`config.mk`:
```
export PLATFORM = sky130hd
export DESIGN_NAME = div_arbiter
export DESIGN_NICKNAME = d
export VERILOG_FILES = /design/src/rtl/div_arb_pkg.sv /design/src/rtl/div_arbiter_divider.sv /design/src/rtl/div_arbiter.sv
export SDC_FILE = /design/constraint.sdc
export NUM_CORES = 1
export LEC_CHECK = 0
export CAP_MARGIN = 20
export CORE_ASPECT_RATIO = 1.75
export CORE_MARGIN = 2
export CORE_UTILIZATION = 45
export CTS_BUF_LIST = sky130_fd_sc_hd__clkbuf_8
export CTS_CLUSTER_DIAMETER = 80
export DETAILED_ROUTE_END_ITERATION = 7
export GPL_ROUTABILITY_DRIVEN = 1
export GPL_TIMING_DRIVEN = 0
export PLACE_DENSITY_LB_ADDON = 0.05
export SLEW_MARGIN = 20
export SYNTH_ARGS = -nofsm -noshare
export SYNTH_HDL_FRONTEND = slang
export SYNTH_SLANG_ARGS = --single-unit
```
`constraint.sdc`:
```
create_clock -name clk_in -period 4.7 [get_ports clk_in]
set_input_delay 0.705 -clock clk_in [delete_from_list [all_inputs] [get_ports clk_in]]
set_output_delay 0.705 -clock clk_in [all_outputs]
set_load 0.01 [all_outputs]
```
`src/rtl/div_arb_pkg.sv`:
```
// Shared types and helpers for the divider arbiter: FSM states, id width and
// the round-robin pick function used to build the one-hot grant.
package div_arb_pkg;

   localparam int N_REQ_DFLT  = 4;
   localparam int ID_W        = $clog2(N_REQ_DFLT);
   localparam int DIV_LATENCY = 34;

   typedef enum logic [1:0] {
      IDLE,
      ISSUE,
      WAIT,
      RESP
   } arb_state_t;

   // One-hot pick of the first valid requester at or after ptr, wrapping at n (n <= 8).
   function automatic logic [7:0] rr_pick(input logic [7:0] valid,
                                          input logic [2:0] ptr,
                                          input int unsigned n);
      logic [7:0] grant;
      logic [2:0] idx;
      grant = '0;
      for (int unsigned k = 0; k < 8; k++) begin
         idx = 3'((32'(ptr) + k) % n);
         if (k < n && grant == '0 && valid[idx]) begin
            grant[idx] = 1'b1;
         end
      end
      return grant;
   endfunction

endpackage

```
`src/rtl/div_arbiter_divider.sv`:
```
// Iterative restoring divider: one quotient bit per clock, result pulse one
// cycle after the last step; a zero divisor answers immediately with an error.
module divider #(
   parameter int WIDTH = 32
) (
   input  logic             clk_in,
   input  logic             rst_in,
   input  logic             data_valid_in,
   input  logic [WIDTH-1:0] dividend_in,
   input  logic [WIDTH-1:0] divisor_in,
   output logic             data_valid_out,
   output logic [WIDTH-1:0] quotient_out,
   output logic [WIDTH-1:0] remainder_out,
   output logic             error_out,
   output logic             busy_out
);

   logic             busy_q, busy_d;
   logic             done_q, done_d;
   logic             err_q, err_d;
   logic [5:0]       step_q, step_d;
   logic [WIDTH-1:0] quo_q, quo_d;
   logic [WIDTH-1:0] rem_q, rem_d;
   logic [WIDTH-1:0] dvs_q, dvs_d;
   logic [WIDTH:0]   rem_shift;
   logic [WIDTH:0]   diff;

   always_comb begin
      busy_d    = busy_q;
      done_d    = 1'b0;
      err_d     = err_q;
      step_d    = step_q;
      quo_d     = quo_q;
      rem_d     = rem_q;
      dvs_d     = dvs_q;
      rem_shift = {rem_q, quo_q[WIDTH-1]};
      diff      = rem_shift - {1'b0, dvs_q};
      if (data_valid_in) begin
         if (divisor_in == '0) begin
            busy_d = 1'b0;
            done_d = 1'b1;
            err_d  = 1'b1;
            quo_d  = '0;
            rem_d  = '0;
         end else begin
            busy_d = 1'b1;
            err_d  = 1'b0;
            step_d = '0;
            quo_d  = dividend_in;
            rem_d  = '0;
            dvs_d  = divisor_in;
         end
      end else if (busy_q) begin
         // The quotient register doubles as the dividend shift register.
         if (!diff[WIDTH]) begin
            rem_d = diff[WIDTH-1:0];
            quo_d = {quo_q[WIDTH-2:0], 1'b1};
         end else begin
            rem_d = rem_shift[WIDTH-1:0];
            quo_d = {quo_q[WIDTH-2:0], 1'b0};
         end
         step_d = step_q + 6'd1;
         if (step_q == 6'(WIDTH - 1)) begin
            busy_d = 1'b0;
            done_d = 1'b1;
         end
      end
   end

   always_ff @(posedge clk_in) begin
      if (rst_in) begin
         busy_q <= 1'b0;
         done_q <= 1'b0;
         err_q  <= 1'b0;
         step_q <= '0;
         quo_q  <= '0;
         rem_q  <= '0;
         dvs_q  <= '0;
      end else begin
         busy_q <= busy_d;
         done_q <= done_d;
         err_q  <= err_d;
         step_q <= step_d;
         quo_q  <= quo_d;
         rem_q  <= rem_d;
         dvs_q  <= dvs_d;
      end
   end

   assign data_valid_out = done_q;
   assign quotient_out   = quo_q;
   assign remainder_out  = rem_q;
   assign error_out      = err_q;
   assign busy_out       = busy_q;

endmodule

```
`src/rtl/div_arbiter.sv`:
```
// Round-robin arbiter sharing one iterative divider between N_REQ clients,
// with a watchdog that flushes the divider when a result never comes back.
module div_arbiter
   import div_arb_pkg::*;
#(
   parameter int WIDTH   = 32,
   parameter int N_REQ   = 4,
   parameter int TIMEOUT = 64
) (
   input  logic                     clk_in,
   input  logic                     rst_n_in,
   input  logic [N_REQ-1:0]         req_valid_in,
   input  logic [N_REQ*WIDTH-1:0]   req_dividend_in,
   input  logic [N_REQ*WIDTH-1:0]   req_divisor_in,
   output logic [N_REQ-1:0]         req_ready_out,
   output logic                     resp_valid_out,
   output logic [$clog2(N_REQ)-1:0] resp_id_out,
   output logic [WIDTH-1:0]         resp_quotient_out,
   output logic [WIDTH-1:0]         resp_remainder_out,
   output logic                     resp_error_out,
   output logic                     resp_timeout_out,
   output logic                     busy_out
);

   localparam int ID_BITS = $clog2(N_REQ);
   localparam int CNT_W   = $clog2(TIMEOUT) + 1;
   localparam logic [ID_BITS-1:0] LAST_ID  = ID_BITS'(N_REQ - 1);
   localparam logic [CNT_W-1:0]   FIRE_CNT = CNT_W'(TIMEOUT - 2);

   arb_state_t         state_q, state_d;
   logic [ID_BITS-1:0] rr_ptr_q, rr_ptr_d;
   logic [ID_BITS-1:0] id_q, id_d;
   logic [WIDTH-1:0]   dividend_q, dividend_d;
   logic [WIDTH-1:0]   divisor_q, divisor_d;
   logic [CNT_W-1:0]   wait_cnt_q, wait_cnt_d;
   logic [ID_BITS-1:0] resp_id_q, resp_id_d;
   logic [WIDTH-1:0]   resp_quot_q, resp_quot_d;
   logic [WIDTH-1:0]   resp_rem_q, resp_rem_d;
   logic               resp_err_q, resp_err_d;
   logic               resp_to_q, resp_to_d;

   logic [7:0]         pick_all;
   logic [N_REQ-1:0]   grant;
   logic [ID_BITS-1:0] grant_id;
   logic [WIDTH-1:0]   grant_dividend;
   logic [WIDTH-1:0]   grant_divisor;
   logic               flush;
   logic               div_start;
   logic               div_rst;
   logic               div_valid;
   logic [WIDTH-1:0]   div_quot;
   logic [WIDTH-1:0]   div_rem;
   logic               div_err;

   // Grant is only offered in IDLE and is forced low while reset is held.
   always_comb begin
      pick_all       = rr_pick(8'(req_valid_in), 3'(rr_ptr_q), N_REQ);
      grant          = (state_q == IDLE && rst_n_in) ? pick_all[N_REQ-1:0] : '0;
      grant_id       = '0;
      grant_dividend = '0;
      grant_divisor  = '0;
      for (int i = 0; i < N_REQ; i++) begin
         if (grant[i]) begin
            grant_id       = ID_BITS'(i);
            grant_dividend = req_dividend_in[i*WIDTH +: WIDTH];
            grant_divisor  = req_divisor_in[i*WIDTH +: WIDTH];
         end
      end
   end

   always_comb begin
      state_d     = state_q;
      rr_ptr_d    = rr_ptr_q;
      id_d        = id_q;
      dividend_d  = dividend_q;
      divisor_d   = divisor_q;
      wait_cnt_d  = wait_cnt_q;
      resp_id_d   = resp_id_q;
      resp_quot_d = resp_quot_q;
      resp_rem_d  = resp_rem_q;
      resp_err_d  = resp_err_q;
      resp_to_d   = resp_to_q;
      flush       = 1'b0;
      div_start   = 1'b0;
      case (state_q)
         IDLE: begin
            if (|pick_all) begin
               id_d       = grant_id;
               dividend_d = grant_dividend;
               divisor_d  = grant_divisor;
               rr_ptr_d   = (grant_id == LAST_ID) ? '0 : grant_id + 1'b1;
               state_d    = ISSUE;
            end
         end
         ISSUE: begin
            div_start  = 1'b1;
            wait_cnt_d = '0;
            state_d    = WAIT;
         end
         WAIT: begin
            // The count fires as its next value reaches TIMEOUT-1.
            wait_cnt_d = wait_cnt_q + 1'b1;
            if (div_valid) begin
               resp_id_d   = id_q;
               resp_quot_d = div_quot;
               resp_rem_d  = div_rem;
               resp_err_d  = div_err;
               resp_to_d   = 1'b0;
               state_d     = RESP;
            end else if (wait_cnt_q == FIRE_CNT) begin
               flush       = 1'b1;
               resp_id_d   = id_q;
               resp_quot_d = '0;
               resp_rem_d  = '0;
               resp_err_d  = 1'b1;
               resp_to_d   = 1'b1;
               state_d     = RESP;
            end
         end
         RESP: begin
            state_d = IDLE;
         end
         default: begin
            state_d = IDLE;
         end
      endcase
   end

   always_ff @(posedge clk_in or negedge rst_n_in) begin
      if (!rst_n_in) begin
         state_q     <= IDLE;
         rr_ptr_q    <= '0;
         id_q        <= '0;
         dividend_q  <= '0;
         divisor_q   <= '0;
         wait_cnt_q  <= '0;
         resp_id_q   <= '0;
         resp_quot_q <= '0;
         resp_rem_q  <= '0;
         resp_err_q  <= 1'b0;
         resp_to_q   <= 1'b0;
      end else begin
         state_q     <= state_d;
         rr_ptr_q    <= rr_ptr_d;
         id_q        <= id_d;
         dividend_q  <= dividend_d;
         divisor_q   <= divisor_d;
         wait_cnt_q  <= wait_cnt_d;
         resp_id_q   <= resp_id_d;
         resp_quot_q <= resp_quot_d;
         resp_rem_q  <= resp_rem_d;
         resp_err_q  <= resp_err_d;
         resp_to_q   <= resp_to_d;
      end
   end

   assign div_rst = ~rst_n_in | flush;

   divider #(
      .WIDTH(WIDTH)
   ) u_div (
      .clk_in        (clk_in),
      .rst_in        (div_rst),
      .data_valid_in (div_start),
      .dividend_in   (dividend_q),
      .divisor_in    (divisor_q),
      .data_valid_out(div_valid),
      .quotient_out  (div_quot),
      .remainder_out (div_rem),
      .error_out     (div_err),
      .busy_out      ()
   );

   assign req_ready_out      = grant;
   assign resp_valid_out     = (state_q == RESP);
   assign resp_id_out        = resp_id_q;
   assign resp_quotient_out  = resp_quot_q;
   assign resp_remainder_out = resp_rem_q;
   assign resp_error_out     = resp_err_q;
   assign resp_timeout_out   = resp_to_q;
   assign busy_out           = (state_q != IDLE);

endmodule

```
==> tab_implementation.tex <==
\begin{tabular}{lr}
\hline
Metric & Value \\
\hline
\multicolumn{2}{l}{\textbf{Drt}} \\
Final Routed Wirelength & between 40 and 50 mm \\
Number of vias after detailed routing & approximately 13000 \\
Post-DR vias/cell & roughly 5.8 \\
Drt initial violations & between 800 and 900 \\
First drt pass iteration count & 7 \\
Final ANT Viol Nets & 0 \\
Post-detailed-route wirelength per cell & 21.14 µm \\
Post-route DRC violation count & 0 \\
\multicolumn{2}{l}{\textbf{Yosys}} \\
Number of instances in the synthesized netlist & 1510 \\
Cell type contributing the most total cell area after synthesis & sky130\_fd\_sc\_hd\_\_dfrtp\_1 \\
Biggest area contributors in the synthesized netlist & sky130\_fd\_sc\_hd\_\_dfrtp\_1 27\%, sky130\_fd\_sc\_hd\_\_dfxtp\_1 16\%, sky130\_fd\_sc\_hd\_\_nand2\_1 7.2\%, sky130\_fd\_sc\_hd\_\_a222oi\_1 4.9\%, sky130\_fd\_sc\_hd\_\_ha\_1 4.5\% \\
Number of flops mapped to enable cells by yosys & 0 \\
Top flip-flop cell by instance count after synthesis & sky130\_fd\_sc\_hd\_\_dfrtp\_1 \\
Net count after synthesis & between 1500 and 2000 \\
Yosys warning count & 0 \\
Share of async-settable or async-resettable flops after synthesis & between 50\% and 60\% \\
Synthesized area divided by synthesized cell count & just under 9 µm² \\
Portion of synthesized cell area occupied by the leading cell type & a little over a quarter \\
Seq/Total Area, Yosys & 43.39\% \\
Yosys cell types & 71 \\
Seq cells post-synth & 250 \\
Cell area after synthesis & $\sim$13000 µm² \\
\multicolumn{2}{l}{\textbf{Placed design}} \\
Number of port buffers & 335 \\
GP Congestion & approximately 0.94 \\
HPWL Detailed & approximately 39 mm \\
DP Cell Count & approximately 2200 \\
\multicolumn{2}{l}{\textbf{Power}} \\
Leakage power figure & $\sim$7.4 nW \\
Total power per unit cell area & between 200 and 250 nW/µm² \\
Switching part of the total & 22.53\% \\
Clock network fraction of total power & between 40\% and 50\% \\
Power share of the combinational group & under 10\% \\
Worst ir drop on vdd & approximately 0.17 mV \\
Switch Pwr & 976.7 µW \\
Part of the total power dissipated in sequential elements & 49.3\% \\
Internal Power & 3.359 mW \\
Design Power & $\sim$4.3 mW \\
\multicolumn{2}{l}{\textbf{Worst setup path}} \\
Required time reported for the critical path endpoint & between 3000 and 4000 ps \\
Arrival time of the worst setup path & a little under 4000 ps \\
Peak fanout along the critical path & 6 \\
Critical Setup Path Class & reg -> out \\
Crit path buf inv count & 3 \\
Kind of cell adding the most delay to the critical path & simple AND/OR/NAND/NOR gates \\
Endpoint kind of the worst setup timing path & primary output \\
Slowest stage delay, CP & 560 ps \\
Cell Chain, Critical Path & buf\_4, ha\_1, or4\_1, a21boi\_4, nand2\_1, and3\_1, buf\_6, a41oi\_4, and3\_4, a31oi\_1, nor2\_4, clkdlybuf4s50\_1 \\
Critical path startpoint category & register \\
Cell with the biggest individual delay on the critical path & sky130\_fd\_sc\_hd\_\_or4\_1 \\
\multicolumn{2}{l}{\textbf{Die}} \\
Die Area & about 30000 µm² \\
Std-Cell Rows & 83 \\
Starting density of the core & 45.42\% \\
Die X-Extent & 133.5 µm \\
Core area & $\sim$29000 µm² \\
Ports placed on the boundary & 336 \\
Die extent in y & around 230 µm \\
\multicolumn{2}{l}{\textbf{Cells and area}} \\
Area growth from synthesis to final layout & 36.10\% \\
Layout Nets & approximately 2200 \\
Share of layout cells above drive strength 1 & between 6 and 7\% \\
Non-filler instance count after layout & roughly 2300 \\
Fill cell count & 2670 \\
\multicolumn{2}{l}{\textbf{Timing}} \\
Highest clock frequency the design can meet & 0.2196 GHz \\
Time the final worst path needs with I/O delays and setup & between 4000 and 5000 ps \\
Number of failing hold endpoints at the final stage & 0 \\
Pins over their slew limit & 0 \\
Final period util & about 97\% \\
Clock tree skew after final layout & between 10 and 15 ps \\
Transition time at the pin with the least slew margin & roughly 850 ps \\
Relative slew slack & a little over two fifths \\
Total of endpoints with negative setup slack in the final report & 0 \\
\multicolumn{2}{l}{\textbf{Clock tree}} \\
Clock tree sinks & 250 \\
Buffer depth of the longest clock path & 3 \\
Number of buffers created by CTS & 38 \\
Deepest level of the CTS H-tree & 2 \\
Clock-pin slew on the worst setup and hold paths & about 60 ps \\
Clk Tree Root Cell & sky130\_fd\_sc\_hd\_\_clkbuf\_8 \\
TritonCTS clock tree & done \\
Clk Latency, worst-skew pair & around 560 ps \\
\multicolumn{2}{l}{\textbf{Hold path}} \\
Worst hold path class & in -> async \\
\multicolumn{2}{l}{\textbf{GRT}} \\
Total global routing overflow & 0 \\
Maximum number of pins on one net before global-route repair & 56 \\
Wire length of the first global-routing pass & around 75 mm \\
Via count of the first global-routing pass & roughly 14000 \\
Number of antenna violations at the first check in global routing & 1 \\
Aggregate global-route resource usage & around a third \\
\multicolumn{2}{l}{\textbf{Job}} \\
Number of violations of the max-capacitance limit & 0 \\
\multicolumn{2}{l}{\textbf{Outcome}} \\
Run status & complete, no violations \\
\hline
\end{tabular}
-- what timing repair did --
item                       CTS  global route
hold endpoints to repair     0             0
setup buffers                7             0
pin swaps                    2             1
hold buffers                 0             0
setup endpoints to repair    4             3
gates resized for setup      5             5
-- synthesized netlist by cell type (all sizes together) (19+ instances only) --
cell	count
nand2	254
dfrtp	145
o21ai	107
a21oi	77
inv	61
clkbuf	75
buf	38
a22oi	69
nor2	117
ha	47
mux2i	33
dfxtp	105
a31oi	48
nand3	75
xnor2	19
a222oi	64
-- routing by layer --
layer  share of wire, %  GRT usage, %  routed length, µm  vias to the layer above
li1                   -             -                  -                     6276
met1                 35         31.43              16810                     6441
met2                 55         61.74              26910                      488
met3                5.3         5.468               2560                      111
met4                4.9         15.16               2409                        0
met5                  0             0                  0                        -
-- cell type report --
cell class	count	area, µm²	share of cell area (%)
plain buffers	111	538.0	2.993
flip-flops and latches	250	5733	31.90
clock buffers	47	646.9	3.599
repair buffers	344	3471	19.31
inverters	62	232.7	1.295
diodes	1	2.502	0.01392
multi-input cells	1085	6731	37.45
clock inverters	21	140.1	0.7797
well taps	382	478.0	2.659
-- power by group through the flow --
| stage | Combinational, mW | Sequential (mW) | Clock (mW) |
|---|---|---|---|
| CTS | 0.306 | 2.14 | 1.92 |
| floorplan | 0.0299 | 2.18 | 0 |
| global route | 0.325 | 2.14 | 2.02 |
| detailed placement | 0.305 | 2.18 | 0 |
| finish | 0.305 | 2.14 | 1.89 |
| global placement | 0.297 | 2.18 | 0 |
-- state kept, by name, summed over array words and instances (netlist names), 6 cells and up --
name                 cells
divisor_q               32
u_div.remainder_out     32
u_div.dvs_q             32
u_div.step_q             6
u_div.quotient_out      32
resp_quotient_out       32
resp_remainder_out      32
dividend_q              32
wait_cnt_q               7
-- per-stage QoR --
step	setup TNS [ps]	setup WS [ps]	area (µm²)	hold slack [ps]	utilization (%)
5_1_grt	-7.046	-7.046	17970	30.65	61.81
3_3_place_gp	-1244410	-6084	17040	438.6	58.59
6_report	0	145.3	17970	16.30	61.81
3_5_place_dp	-932.5	-703.8	17100	441.7	58.80
4_1_cts	0	8.114	17940	14.01	61.71
2_1_floorplan	0	834.4	13210	409.4	-
-- placed cells by master, fill, tap and decap left out, types with 7 or more instances in the layout --
| cell | n |
|---|---|
| sky130_fd_sc_hd__buf_2 | 10 |
| sky130_fd_sc_hd__or3_1 | 7 |
| sky130_fd_sc_hd__nand4_1 | 11 |
| sky130_fd_sc_hd__buf_6 | 10 |
| sky130_fd_sc_hd__o211ai_1 | 9 |
| sky130_fd_sc_hd__a22oi_1 | 68 |
| sky130_fd_sc_hd__nand2_1 | 254 |
| sky130_fd_sc_hd__dfrtp_1 | 143 |
| sky130_fd_sc_hd__xor2_1 | 11 |
| sky130_fd_sc_hd__nor2_1 | 113 |
| sky130_fd_sc_hd__buf_1 | 9 |
| sky130_fd_sc_hd__nor2b_1 | 7 |
| sky130_fd_sc_hd__dfxtp_1 | 105 |
| sky130_fd_sc_hd__clkbuf_8 | 47 |
| sky130_fd_sc_hd__a311oi_1 | 17 |
| sky130_fd_sc_hd__inv_1 | 76 |
| sky130_fd_sc_hd__ha_1 | 47 |
| sky130_fd_sc_hd__o21ai_0 | 43 |
| sky130_fd_sc_hd__clkdlybuf4s50_1 | 332 |
| sky130_fd_sc_hd__a222oi_1 | 64 |
| sky130_fd_sc_hd__nand3_1 | 75 |
| sky130_fd_sc_hd__a21o_1 | 10 |
| sky130_fd_sc_hd__or2_2 | 8 |
| sky130_fd_sc_hd__nor3_1 | 10 |
| sky130_fd_sc_hd__xnor2_1 | 19 |
| sky130_fd_sc_hd__nor4_1 | 9 |
| sky130_fd_sc_hd__a31oi_1 | 47 |
| sky130_fd_sc_hd__clkbuf_1 | 75 |
| sky130_fd_sc_hd__a21oi_1 | 75 |
| sky130_fd_sc_hd__o21ai_1 | 64 |
| sky130_fd_sc_hd__buf_4 | 13 |
| sky130_fd_sc_hd__mux2i_1 | 33 |
| sky130_fd_sc_hd__o21a_1 | 10 |
-- cell families after synthesis --
family / after synthesis / synth area share [%]
adders and majority gates: 48 / 4.604
muxes: 39 / 3.354
buffers and inverters: 175 / 5.817
and+or+nand+nor: 522 / 17.37
DFF: 250 / 43.39
xor gates and xnor gates: 30 / 1.990
AOI/OAI and AO/OA: 446 / 23.48
-- final timing paths --
path	startpoint	endpoint	slack (ps)	cells past startpoint
min in group clk_in	u_div.quotient_out[11]	resp_quotient_out[11]	440	2
setup / recovery	rr_ptr_q[0]	req_ready_out[2]	150	12
hold / removal	rst_n_in	resp_remainder_out[12]	20	1
hold reg to reg	u_div.quotient_out[11]	resp_quotient_out[11]	440	2
setup reg to reg	u_div.remainder_out[8]	u_div.remainder_out[21]	450	15
max in group asynchronous	rst_n_in	dividend_q[21]	3770	3
Power figures use the tool's default switching activity.
